<file path="config.mk">
export PLATFORM = sky130hd
export DESIGN_NAME = muldiv_unit_flat
export DESIGN_NICKNAME = d
export VERILOG_FILES = /design/src/rtl/muldiv_pkg.sv /design/src/rtl/muldiv_if.sv /design/src/rtl/muldiv_iter.sv /design/src/rtl/muldiv_unit.sv /design/src/flat_wrapper.sv
export SDC_FILE = /design/constraint.sdc
export NUM_CORES = 1
export LEC_CHECK = 0
export CORE_MARGIN = 4
export CORE_UTILIZATION = 55
export CTS_CLUSTER_DIAMETER = 150
export DETAILED_ROUTE_END_ITERATION = 16
export HOLD_SLACK_MARGIN = 0.12
export PLACE_DENSITY = 0.85
export SYNTH_ARGS = -nofsm -noshare
export SYNTH_HDL_FRONTEND = slang
export SYNTH_SLANG_ARGS = --single-unit
</file>
<file path="constraint.sdc">
create_clock -name clk -period 7.9 [get_ports clk]
set_input_delay 1.185 -clock clk [delete_from_list [all_inputs] [get_ports clk]]
set_output_delay 1.185 -clock clk [all_outputs]
set_load 0.02 [all_outputs]
</file>
<file path="src/rtl/muldiv_pkg.sv">
// Shared constants for the iterative RV32M multiply/divide unit.
// funct3 codes, FSM state encoding and iteration count.
package muldiv_pkg;
    localparam logic [2:0] FN_MUL    = 3'b000;
    localparam logic [2:0] FN_MULH   = 3'b001;
    localparam logic [2:0] FN_MULHSU = 3'b010;
    localparam logic [2:0] FN_MULHU  = 3'b011;
    localparam logic [2:0] FN_DIV    = 3'b100;
    localparam logic [2:0] FN_DIVU   = 3'b101;
    localparam logic [2:0] FN_REM    = 3'b110;
    localparam logic [2:0] FN_REMU   = 3'b111;

    localparam int ITER_CNT = 32;
    localparam int CNT_W    = $clog2(ITER_CNT);

    typedef enum logic [1:0] {
        IDLE = 2'd0,
        RUN  = 2'd1,
        FIN  = 2'd2
    } state_t;
endpackage

</file>
<file path="src/rtl/muldiv_if.sv">
// Register-file side bus of the multiply/divide unit: operand request in, write-port result out.
// The core drives the master side; start is only honoured while busy is low.
interface muldiv_if #(parameter int XLEN = 32);
    logic            start;
    logic [2:0]      funct3;
    logic [XLEN-1:0] rs1_data;
    logic [XLEN-1:0] rs2_data;
    logic [4:0]      rd_addr;
    logic            busy;
    logic            done;
    logic            wrt_en;
    logic [4:0]      wrt_addr;
    logic [XLEN-1:0] wrt_data;

    modport master (output start, funct3, rs1_data, rs2_data, rd_addr,
                    input  busy, done, wrt_en, wrt_addr, wrt_data);
    modport slave  (input  start, funct3, rs1_data, rs2_data, rd_addr,
                    output busy, done, wrt_en, wrt_addr, wrt_data);
endinterface

</file>
<file path="src/rtl/muldiv_iter.sv">
// Unsigned engine: shift-add multiply or restoring divide, one bit per step, 32 steps.
// No backpressure; the top FSM issues init once and then step every cycle until last.
module muldiv_iter
    import muldiv_pkg::*;
#(
    parameter int XLEN = 32
) (
    input  logic              clk,
    input  logic              reset,
    input  logic              init,
    input  logic              step,
    input  logic              is_div,
    input  logic [XLEN-1:0]   a_mag,
    input  logic [XLEN-1:0]   b_mag,
    output logic [2*XLEN-1:0] acc,
    output logic              last
);
    logic [2*XLEN-1:0] acc_q, acc_d;
    logic [XLEN-1:0]   opb_q;
    logic [CNT_W-1:0]  cnt_q;
    logic [XLEN:0]     mul_sum;
    logic [XLEN:0]     div_part;
    logic [XLEN-1:0]   div_diff;
    logic              div_ge;

    // Multiply: {hi,lo} with multiplier in lo, add into hi then shift right.
    // Divide: {remainder, dividend}; shift left and try to subtract the divisor.
    always_comb begin
        mul_sum  = {1'b0, acc_q[2*XLEN-1:XLEN]} + (acc_q[0] ? {1'b0, opb_q} : '0);
        div_part = acc_q[2*XLEN-1:XLEN-1];
        div_ge   = div_part >= {1'b0, opb_q};
        div_diff = div_part[XLEN-1:0] - opb_q;
        if (is_div) begin
            acc_d = div_ge ? {div_diff, acc_q[XLEN-2:0], 1'b1}
                           : {acc_q[2*XLEN-2:0], 1'b0};
        end else begin
            acc_d = {mul_sum, acc_q[XLEN-1:1]};
        end
    end

    always_ff @(posedge clk or posedge reset) begin
        if (reset) begin
            acc_q <= '0;
            opb_q <= '0;
            cnt_q <= '0;
        end else if (init) begin
            acc_q <= {{XLEN{1'b0}}, a_mag};
            opb_q <= b_mag;
            cnt_q <= '0;
        end else if (step) begin
            acc_q <= acc_d;
            cnt_q <= cnt_q + 1'b1;
        end
    end

    assign acc  = acc_q;
    assign last = (cnt_q == CNT_W'(ITER_CNT - 1));
endmodule

</file>
<file path="src/rtl/muldiv_unit.sv">
// RV32M multiply/divide: fixed 33-cycle latency from start edge to the done/write edge.
// Holds busy while computing; start during busy is ignored, result is a one-cycle register write.
module muldiv_unit
    import muldiv_pkg::*;
#(
    parameter int XLEN = 32
) (
    input  logic     clk,
    input  logic     reset,
    muldiv_if.slave  bus
);
    state_t            state_q, state_d;
    logic              init, step, last;
    logic              a_signed, b_signed;
    logic [XLEN-1:0]   a_mag, b_mag;
    logic [2*XLEN-1:0] acc, prod;
    logic [XLEN-1:0]   quo, rem, result;

    logic [2:0]        f3_q;
    logic [4:0]        rd_q;
    logic              a_neg_q, b_neg_q, div_zero_q, ovf_q;
    logic [XLEN-1:0]   dividend_q;
    logic              done_q, wrt_en_q;
    logic [4:0]        wrt_addr_q;
    logic [XLEN-1:0]   wrt_data_q;

    always_comb begin
        a_signed = bus.funct3 inside {FN_MUL, FN_MULH, FN_MULHSU, FN_DIV, FN_REM};
        b_signed = bus.funct3 inside {FN_MUL, FN_MULH, FN_DIV, FN_REM};
        a_mag    = (a_signed && bus.rs1_data[XLEN-1]) ? -bus.rs1_data : bus.rs1_data;
        b_mag    = (b_signed && bus.rs2_data[XLEN-1]) ? -bus.rs2_data : bus.rs2_data;
    end

    always_comb begin
        state_d = state_q;
        init    = 1'b0;
        step    = 1'b0;
        case (state_q)
            IDLE: if (bus.start) begin
                init    = 1'b1;
                state_d = RUN;
            end
            RUN: begin
                step = 1'b1;
                if (last) state_d = FIN;
            end
            FIN:     state_d = IDLE;
            default: state_d = IDLE;
        endcase
    end

    muldiv_iter #(.XLEN(XLEN)) u_iter (
        .clk    (clk),
        .reset  (reset),
        .init   (init),
        .step   (step),
        .is_div (f3_q[2]),
        .a_mag  (a_mag),
        .b_mag  (b_mag),
        .acc    (acc),
        .last   (last)
    );

    // Sign fix-up on magnitudes; divide-by-zero and overflow override the engine result.
    always_comb begin
        prod = (a_neg_q ^ b_neg_q) ? -acc : acc;
        quo  = acc[XLEN-1:0];
        rem  = acc[2*XLEN-1:XLEN];
        case (f3_q)
            FN_MUL:           result = prod[XLEN-1:0];
            FN_DIV, FN_DIVU:  result = div_zero_q ? {XLEN{1'b1}} :
                                       ovf_q      ? {1'b1, {(XLEN-1){1'b0}}} :
                                       (a_neg_q ^ b_neg_q) ? -quo : quo;
            FN_REM, FN_REMU:  result = div_zero_q ? dividend_q :
                                       ovf_q      ? '0 :
                                       a_neg_q    ? -rem : rem;
            default:          result = prod[2*XLEN-1:XLEN];
        endcase
    end

    always_ff @(posedge clk or posedge reset) begin
        if (reset) begin
            state_q    <= IDLE;
            f3_q       <= '0;
            rd_q       <= '0;
            a_neg_q    <= 1'b0;
            b_neg_q    <= 1'b0;
            div_zero_q <= 1'b0;
            ovf_q      <= 1'b0;
            dividend_q <= '0;
            done_q     <= 1'b0;
            wrt_en_q   <= 1'b0;
            wrt_addr_q <= '0;
            wrt_data_q <= '0;
        end else begin
            state_q  <= state_d;
            done_q   <= 1'b0;
            wrt_en_q <= 1'b0;
            if (init) begin
                f3_q       <= bus.funct3;
                rd_q       <= bus.rd_addr;
                a_neg_q    <= a_signed && bus.rs1_data[XLEN-1];
                b_neg_q    <= b_signed && bus.rs2_data[XLEN-1];
                div_zero_q <= (bus.rs2_data == '0);
                ovf_q      <= (bus.funct3 inside {FN_DIV, FN_REM}) &&
                              (bus.rs1_data == {1'b1, {(XLEN-1){1'b0}}}) &&
                              (bus.rs2_data == {XLEN{1'b1}});
                dividend_q <= bus.rs1_data;
            end
            if (state_q == FIN) begin
                done_q     <= 1'b1;
                wrt_en_q   <= (rd_q != 5'd0);
                wrt_addr_q <= rd_q;
                wrt_data_q <= result;
            end
        end
    end

    assign bus.busy     = (state_q != IDLE);
    assign bus.done     = done_q;
    assign bus.wrt_en   = wrt_en_q;
    assign bus.wrt_addr = wrt_addr_q;
    assign bus.wrt_data = wrt_data_q;
endmodule

</file>
<file path="src/flat_wrapper.sv">
// flat-port wrapper written by rule: the top's interface ports become plain ports
module muldiv_unit_flat import muldiv_pkg::*;
#(
    parameter int XLEN = 32
)
  (clk, reset, bus_start, bus_funct3, bus_rs1_data, bus_rs2_data, bus_rd_addr, bus_busy, bus_done, bus_wrt_en, bus_wrt_addr, bus_wrt_data);
  muldiv_if #(.XLEN(XLEN)) bus_i ();
  input  logic clk;
  input  logic reset;
  input wire logic [$bits(bus_i.start)-1:0] bus_start;
  input wire logic [$bits(bus_i.funct3)-1:0] bus_funct3;
  input wire logic [$bits(bus_i.rs1_data)-1:0] bus_rs1_data;
  input wire logic [$bits(bus_i.rs2_data)-1:0] bus_rs2_data;
  input wire logic [$bits(bus_i.rd_addr)-1:0] bus_rd_addr;
  output wire logic [$bits(bus_i.busy)-1:0] bus_busy;
  output wire logic [$bits(bus_i.done)-1:0] bus_done;
  output wire logic [$bits(bus_i.wrt_en)-1:0] bus_wrt_en;
  output wire logic [$bits(bus_i.wrt_addr)-1:0] bus_wrt_addr;
  output wire logic [$bits(bus_i.wrt_data)-1:0] bus_wrt_data;
  assign bus_i.start = bus_start;
  assign bus_i.funct3 = bus_funct3;
  assign bus_i.rs1_data = bus_rs1_data;
  assign bus_i.rs2_data = bus_rs2_data;
  assign bus_i.rd_addr = bus_rd_addr;
  assign bus_busy = bus_i.busy;
  assign bus_done = bus_i.done;
  assign bus_wrt_en = bus_i.wrt_en;
  assign bus_wrt_addr = bus_i.wrt_addr;
  assign bus_wrt_data = bus_i.wrt_data;
  muldiv_unit #(.XLEN(XLEN)) u_core (.clk(clk), .reset(reset), .bus(bus_i));
endmodule
</file>
After elaboration in Yosys (flattened, before gate mapping) --
Index checks and enable logic that the tools add are counted.
Word-level totals: input bits 75, flip-flop bits (word level) 186, word-level logic and storage cells 82
Cells by class: bitwise operators 1, reduce and logical (&&, ||, !) cells 17, mux-type cells 25, $lt $le $gt $ge 1, equality and inequality tests 15, $add $sub $neg 8
Operator list (count):
- $mux 64 | 5
- $mux 32 | 9
- $neg 32->32 | 4
- $pmux 32 s3 | 1
- $eq 32x32->1 const B | 2
- $neg 64->64 | 1
- $add 32x33->33 | 1
- $ge 33x32->1 | 1
- $logic_not 32->1 | 1
- $sub 32x32->32 | 1
- $eq 3x3->1 const B | 6
- $mux 5 | 2
- $reduce_bool 5->1 | 2
- $logic_not 3->1 | 2
- $reduce_bool 2->1 | 3
- $add 5x1->5 const B | 1
- $eq 5x5->1 const B | 1
- $mux 1 | 5
- $logic_and 1x1->1 | 4
- $mux 2 | 2
- $pmux 2 s2 | 1
- $reduce_bool 4->1 | 1
- $reduce_or 2->1 | 2
- $eq 3x1->1 const B | 1
- other kinds (8) | 8

Depth between registers and ports, before layout --
depth after elaboration 5, mapped depth 14, gate-level depth less buffers 13

Hierarchy --
From an unflattened synthesis, not the netlist that was laid out.
Second synthesis, totals: cell total of the unflattened synthesis 2129, area total of the unflattened synthesis 16642.2 sq um
Modules (own cells, without submodules):
- muldiv_iter | times used 1, area each 8580.7 sq um, sequential area each 2527.4 sq um, cells each 1065
- muldiv_unit | times used 1, area each 8061.5 sq um, sequential area each 2127.0 sq um, cells each 1064

Worst setup path before layout --
Ideal clock, no wire load.
kind input port to flip-flop, start point input bus_rs2_data[0], end point register u_core.u_iter.opb_q[26], path slack 4.407 ns, stages on the path 11, buffers on the path 0, library setup time 0.133 ns, arrival 3.360 ns, cell sequence inv_1 ha_1 or3b_2 or3_1 nand2b_1 nor2_1 nand2_1 or2_2 o21ai_0 xor2_1 o21ai_0
Between the ends: word-level cells in the longest chain between the ends 2
RTL lines:
- start: declaration | line flat_wrapper.sv:13 | input wire logic [$bits(bus_i.rs2_data)-1:0] bus_rs2_data;
- $neg 32->32 | line muldiv_unit.sv:31 | b_mag = (b_signed && bus.rs2_data[XLEN-1]) ? -bus.rs2_data : bus.rs2_data;
- $mux 32 | line muldiv_unit.sv:31
- end signal: assignment | line muldiv_iter.sv:48 | opb_q <= b_mag;
- end: declaration | line muldiv_iter.sv:19 | logic [XLEN-1:0] opb_q;
No other way between the ends. A chain may end at the register's enable or synchronous reset.

Worst setup path in the final report --
start point register u_core.u_iter.acc_q[0], in the netlist u_core.u_iter.acc[0], end point register u_core.u_iter.acc_q[62], in the netlist u_core.u_iter.acc[62]
Between the ends: word-level cells in the longest chain between the ends 5
RTL lines:
- start: declaration | line muldiv_iter.sv:18 | logic [2*XLEN-1:0] acc_q, acc_d;
- start signal: assignment | line muldiv_iter.sv:47 | acc_q <= {{XLEN{1'b0}}, a_mag};
- $mux 32 | line muldiv_iter.sv:29 | mul_sum = {1'b0, acc_q[2*XLEN-1:XLEN]} + (acc_q[0] ? {1'b0, opb_q} : '0);
- $add 32x33->33 | line muldiv_iter.sv:29
- $mux 64 | line muldiv_iter.sv:33 | if (is_div) begin
- $mux 64 | line muldiv_iter.sv:50 | end else if (step) begin
- $mux 64 | line muldiv_iter.sv:46 | end else if (init) begin
No other way between the ends. The select of a mux whose other input is x is not followed.

==> flow_metrics.env <==
export IMPL_die_w_um=178.5
export IMPL_start_util_pct=55.72
export IMPL_cts_buffers=17
export IMPL_slew_headroom_pct=22.74
export IMPL_cts_buffer_depth=2
export IMPL_switching_share_pct=52.69
export IMPL_reg2reg_setup_slack_ns=3.79
export IMPL_clock_fmax_mhz=243.3
export IMPL_syn_nets=2241
export IMPL_ant_nets=0
export IMPL_endpoint="u_core.u_iter.acc[62]$_DFFE_PP0P_"
export IMPL_setup_violations=0
export IMPL_place_hpwl_mm=41.10
export IMPL_cts_sinks=186
export IMPL_internal_power_mw=4.354
export IMPL_syn_area_um2=15990
export IMPL_period_minus_slack_ns=4.110
export IMPL_detail_route_iter0_violations=2228
export IMPL_drv_slew=0
export IMPL_yosysWarnings=0
export IMPL_post_cts_buffers=0
export IMPL_cpPeakStageDelay_ns=0.50
export IMPL_core_area_um2=28700
export IMPL_multiInputGateArea_um2=10500
export IMPL_layout_commonest_cell="nand2_1"
export IMPL_power_density_nw_per_um2=514.8
export IMPL_finish_utilization_pct=62.29
export IMPL_cpMostUsedCell="o31ai_1"
export IMPL_wl_per_cell_um=22.35
export IMPL_cts_tree="built"
export IMPL_layout_nets=2248
export IMPL_cts_resized=0
export IMPL_drv_cap=0
export IMPL_track_usage_pct=34.51
export IMPL_cp_data_required_time_ns=8.25
export IMPL_synth_cells=2093
export IMPL_rsz0062_at_grt="no"
export IMPL_row_count=62
export IMPL_insertedDiodeCount=0
export IMPL_via_per_inst=6.648
export IMPL_register_area_um2=4656
export IMPL_critical_path_class="register to register"
export IMPL_grt_pass1_vias=15638
export IMPL_synth_async_reset_ratio_pct=100.0
export IMPL_timing_setup_tns_ns=0
export IMPL_min_period_over_period_pct=52.02
export IMPL_fp_dieH_um=178.5
export IMPL_reg2regPathDepth=13
export IMPL_p_sw_mw=4.850
export IMPL_pwr_share_comb_pct=67.7
export IMPL_path_clk_slew_ns=0.07
export IMPL_hold_viol_final=0
export IMPL_pwr_share_seq_pct=21.6
export IMPL_avgSynthCellArea_um2=7.641
export IMPL_portBuffers=114
export IMPL_synth_seq_cells=186
export IMPL_drc=0
export IMPL_nFillCells=2563
export IMPL_path_cells="inv_1 -> buf_4 -> nor2_1 -> ha_1 -> a21oi_1 -> o31ai_1 -> o221ai_1 -> a21oi_1 -> o31ai_1 -> a31oi_1 -> o31a_1 -> o21a_1 -> o31ai_1"
export IMPL_antenna_found_initial=0
export IMPL_wl_mm=55.81
export IMPL_h_tree_depth=4
export IMPL_cp_max_fo=32
export IMPL_grt_ovfl_total=0
export IMPL_gp_congestion=1.018
export IMPL_clock_latency_ns=0.46
export IMPL_ys_types=76
export IMPL_skew_ns=0.02294
export IMPL_synth_seq_area_share_pct=29.10
export IMPL_worst_pin_slew_ns=1.155
export IMPL_outcome="finished clean"
export IMPL_synth_main_ff_cell="dfrtp_1"
export IMPL_detail_route_first_pass_iterations=9
export IMPL_dieArea_um2=31870
export IMPL_reg2reg_to="u_core.u_iter.acc[62]$_DFFE_PP0P_"
export IMPL_mostFrequentLayoutCells="308 x nand2_1, 196 x o21ai_0, 185 x dfrtp_1"
export IMPL_vias=16599
export IMPL_clock_root_buffer="clkbuf_16"
export IMPL_synth_edff_count=0
export IMPL_crit_arrival_ns=4.46
export IMPL_clock_power_share_pct=10.6
export IMPL_drive_gt1_share_pct=4.212
export IMPL_ios=115
export IMPL_p_leak_nw=7.630
export IMPL_crit_slowest_cell="dfrtp_1"
export IMPL_crit_start="u_core.u_iter.acc[0]$_DFFE_PP0P_"
export IMPL_areaGrowthSynthToFinish_pct=11.80
export IMPL_critPathCaptureType="register"
export IMPL_start_kind="register"
export IMPL_grt_pass1_wl_mm=86.59
export IMPL_postCtsHoldBufs=0
export IMPL_peakVddDrop_v=0.0002592
export IMPL_hold_class="register to register"
export IMPL_worst_r2r_startpoint="u_core.u_iter.acc[0]$_DFFE_PP0P_"
export IMPL_grt_max_degree=104
==> power groups by stage <==
stage / clock (mW) / sequential, mW / combinational [mW]
6_report: 0.980 / 1.99 / 6.23
5_1_grt: 1.02 / 2.01 / 6.75
4_1_cts: 0.980 / 1.94 / 6.05
3_5_place_dp: 0 / 1.96 / 5.99
3_3_place_gp: 0 / 1.94 / 5.87
2_1_floorplan: 0 / 1.62 / 4.68
==> cell families (layout without fill, tap and decap cells) <==
| kind of cell | count (synthesis) | count (layout) | synth area share, % |
|---|---|---|---|
| and+or+nand+nor | 716 | 716 | 20.21 |
| muxes | 50 | 50 | 3.161 |
| xor gates and xnor gates | 185 | 185 | 10.13 |
| buffers and inverters | 228 | 248 | 5.469 |
| adders and majority gates | 73 | 73 | 5.805 |
| AOI/OAI and AO/OA | 655 | 655 | 26.12 |
| DFF | 186 | 186 | 29.10 |
==> cell usage after synthesis, types with 7 or more instances <==
| library cell | instances | share of area (%) |
|---|---|---|
| a211o_1 | 9 | 0.49 |
| a211oi_1 | 24 | 1.1 |
| a21o_1 | 28 | 1.3 |
| a21oi_1 | 159 | 5.0 |
| a221oi_1 | 8 | 0.44 |
| a22o_1 | 7 | 0.38 |
| a22oi_1 | 17 | 0.80 |
| a31o_2 | 9 | 0.49 |
| a31oi_1 | 16 | 0.63 |
| and2_1 | 17 | 0.66 |
| and3_1 | 12 | 0.47 |
| buf_1 | 13 | 0.31 |
| clkbuf_1 | 126 | 3.0 |
| dfrtp_1 | 186 | 29 |
| ha_1 | 71 | 5.6 |
| inv_1 | 83 | 1.9 |
| mux2i_1 | 46 | 2.9 |
| nand2_1 | 309 | 7.3 |
| nand2b_1 | 19 | 0.74 |
| nand3_1 | 31 | 0.97 |
| nand4_1 | 26 | 1.0 |
| nor2_1 | 176 | 4.1 |
| nor3_1 | 42 | 1.3 |
| nor4_1 | 23 | 0.90 |
| o211ai_1 | 19 | 0.89 |
| o21a_1 | 12 | 0.56 |
| o21ai_0 | 196 | 6.1 |
| o21bai_1 | 18 | 0.84 |
| o221ai_1 | 20 | 1.1 |
| o22ai_1 | 17 | 0.66 |
| o31ai_1 | 31 | 1.5 |
| o41ai_1 | 12 | 0.66 |
| or2_2 | 7 | 0.27 |
| or3_1 | 24 | 0.94 |
| or4_1 | 8 | 0.38 |
| xnor2_1 | 115 | 6.3 |
| xor2_1 | 70 | 3.8 |
==> state kept, by name, summed over array words and instances, names as in the netlist, 3 cells and up <==
signal               cells
u_core.bus.wrt_data     32
u_core.rd_q              5
u_core.u_iter.opb_q     32
u_core.u_iter.acc       64
u_core.dividend_q       32
u_core.bus.wrt_addr      5
u_core.f3_q              3
u_core.u_iter.cnt_q      5
==> stage by stage <==
step                      setup slack, ns  area (um2)  hold WS, ns  power, mW  cells
final                               3.790       17880       0.4784      9.204   2497
after global routing                3.571       17880       0.5097      9.774   2497
after CTS                           3.883       17880       0.4860      8.969   2497
after detailed placement            3.587       17230       0.4684      7.951   2465
after global placement              3.694       17230       0.4586      7.810   2465
after floorplan                     1.658       15990       0.4405      6.300   2093
==> critical path: cells and delay by family, from the launching register on <==
| kind | cells | cell delay, ns |
|---|---|---|
| AOI/OAI and AO/OA | 9 | 2.58 |
| DFF | 1 | 0.50 |
| buffers and inverters | 2 | 0.48 |
| adders and majority gates | 1 | 0.33 |
| and+or+nand+nor | 1 | 0.10 |
==> routing by layer <==
metal / global-route usage (%) / routed length, um / vias up
li1: - / - / 7498
met1: 48.55 / 22980 / 7940
met2: 52.38 / 24390 / 1006
met3: 8.203 / 6600 / 153
met4: 11.22 / 1790 / 2
met5: 1.282 / 50 / -
==> worst min path at each step <==
stage                     depth (start not counted)  slack, ns                           startpoint                             endpoint
after global placement                            2       0.46     u_core.dividend_q[7]$_DFFE_PP0P_     u_core.dividend_q[7]$_DFFE_PP0P_
after detailed placement                          2       0.47     u_core.dividend_q[9]$_DFFE_PP0P_     u_core.dividend_q[9]$_DFFE_PP0P_
after CTS                                         2       0.49  u_core.bus.wrt_data[14]$_DFFE_PP0P_  u_core.bus.wrt_data[14]$_DFFE_PP0P_
final                                             2       0.48  u_core.bus.wrt_data[14]$_DFFE_PP0P_  u_core.bus.wrt_data[14]$_DFFE_PP0P_
after floorplan                                   2       0.44     u_core.dividend_q[7]$_DFFE_PP0P_     u_core.dividend_q[7]$_DFFE_PP0P_
after global routing                              2       0.51  u_core.u_iter.opb_q[21]$_DFFE_PP0P_  u_core.u_iter.opb_q[21]$_DFFE_PP0P_
==> final cells by class <==
cell class | instances | share of cell area, %
sequential | 186 | 26.04
clock inverter | 13 | 1.141
inverter | 84 | 1.805
clock buffer | 19 | 2.477
tap | 384 | 2.687
timing repair buffer | 132 | 7.138
multi-input combinational | 1679 | 58.71
Power figures use the tool's default switching activity.
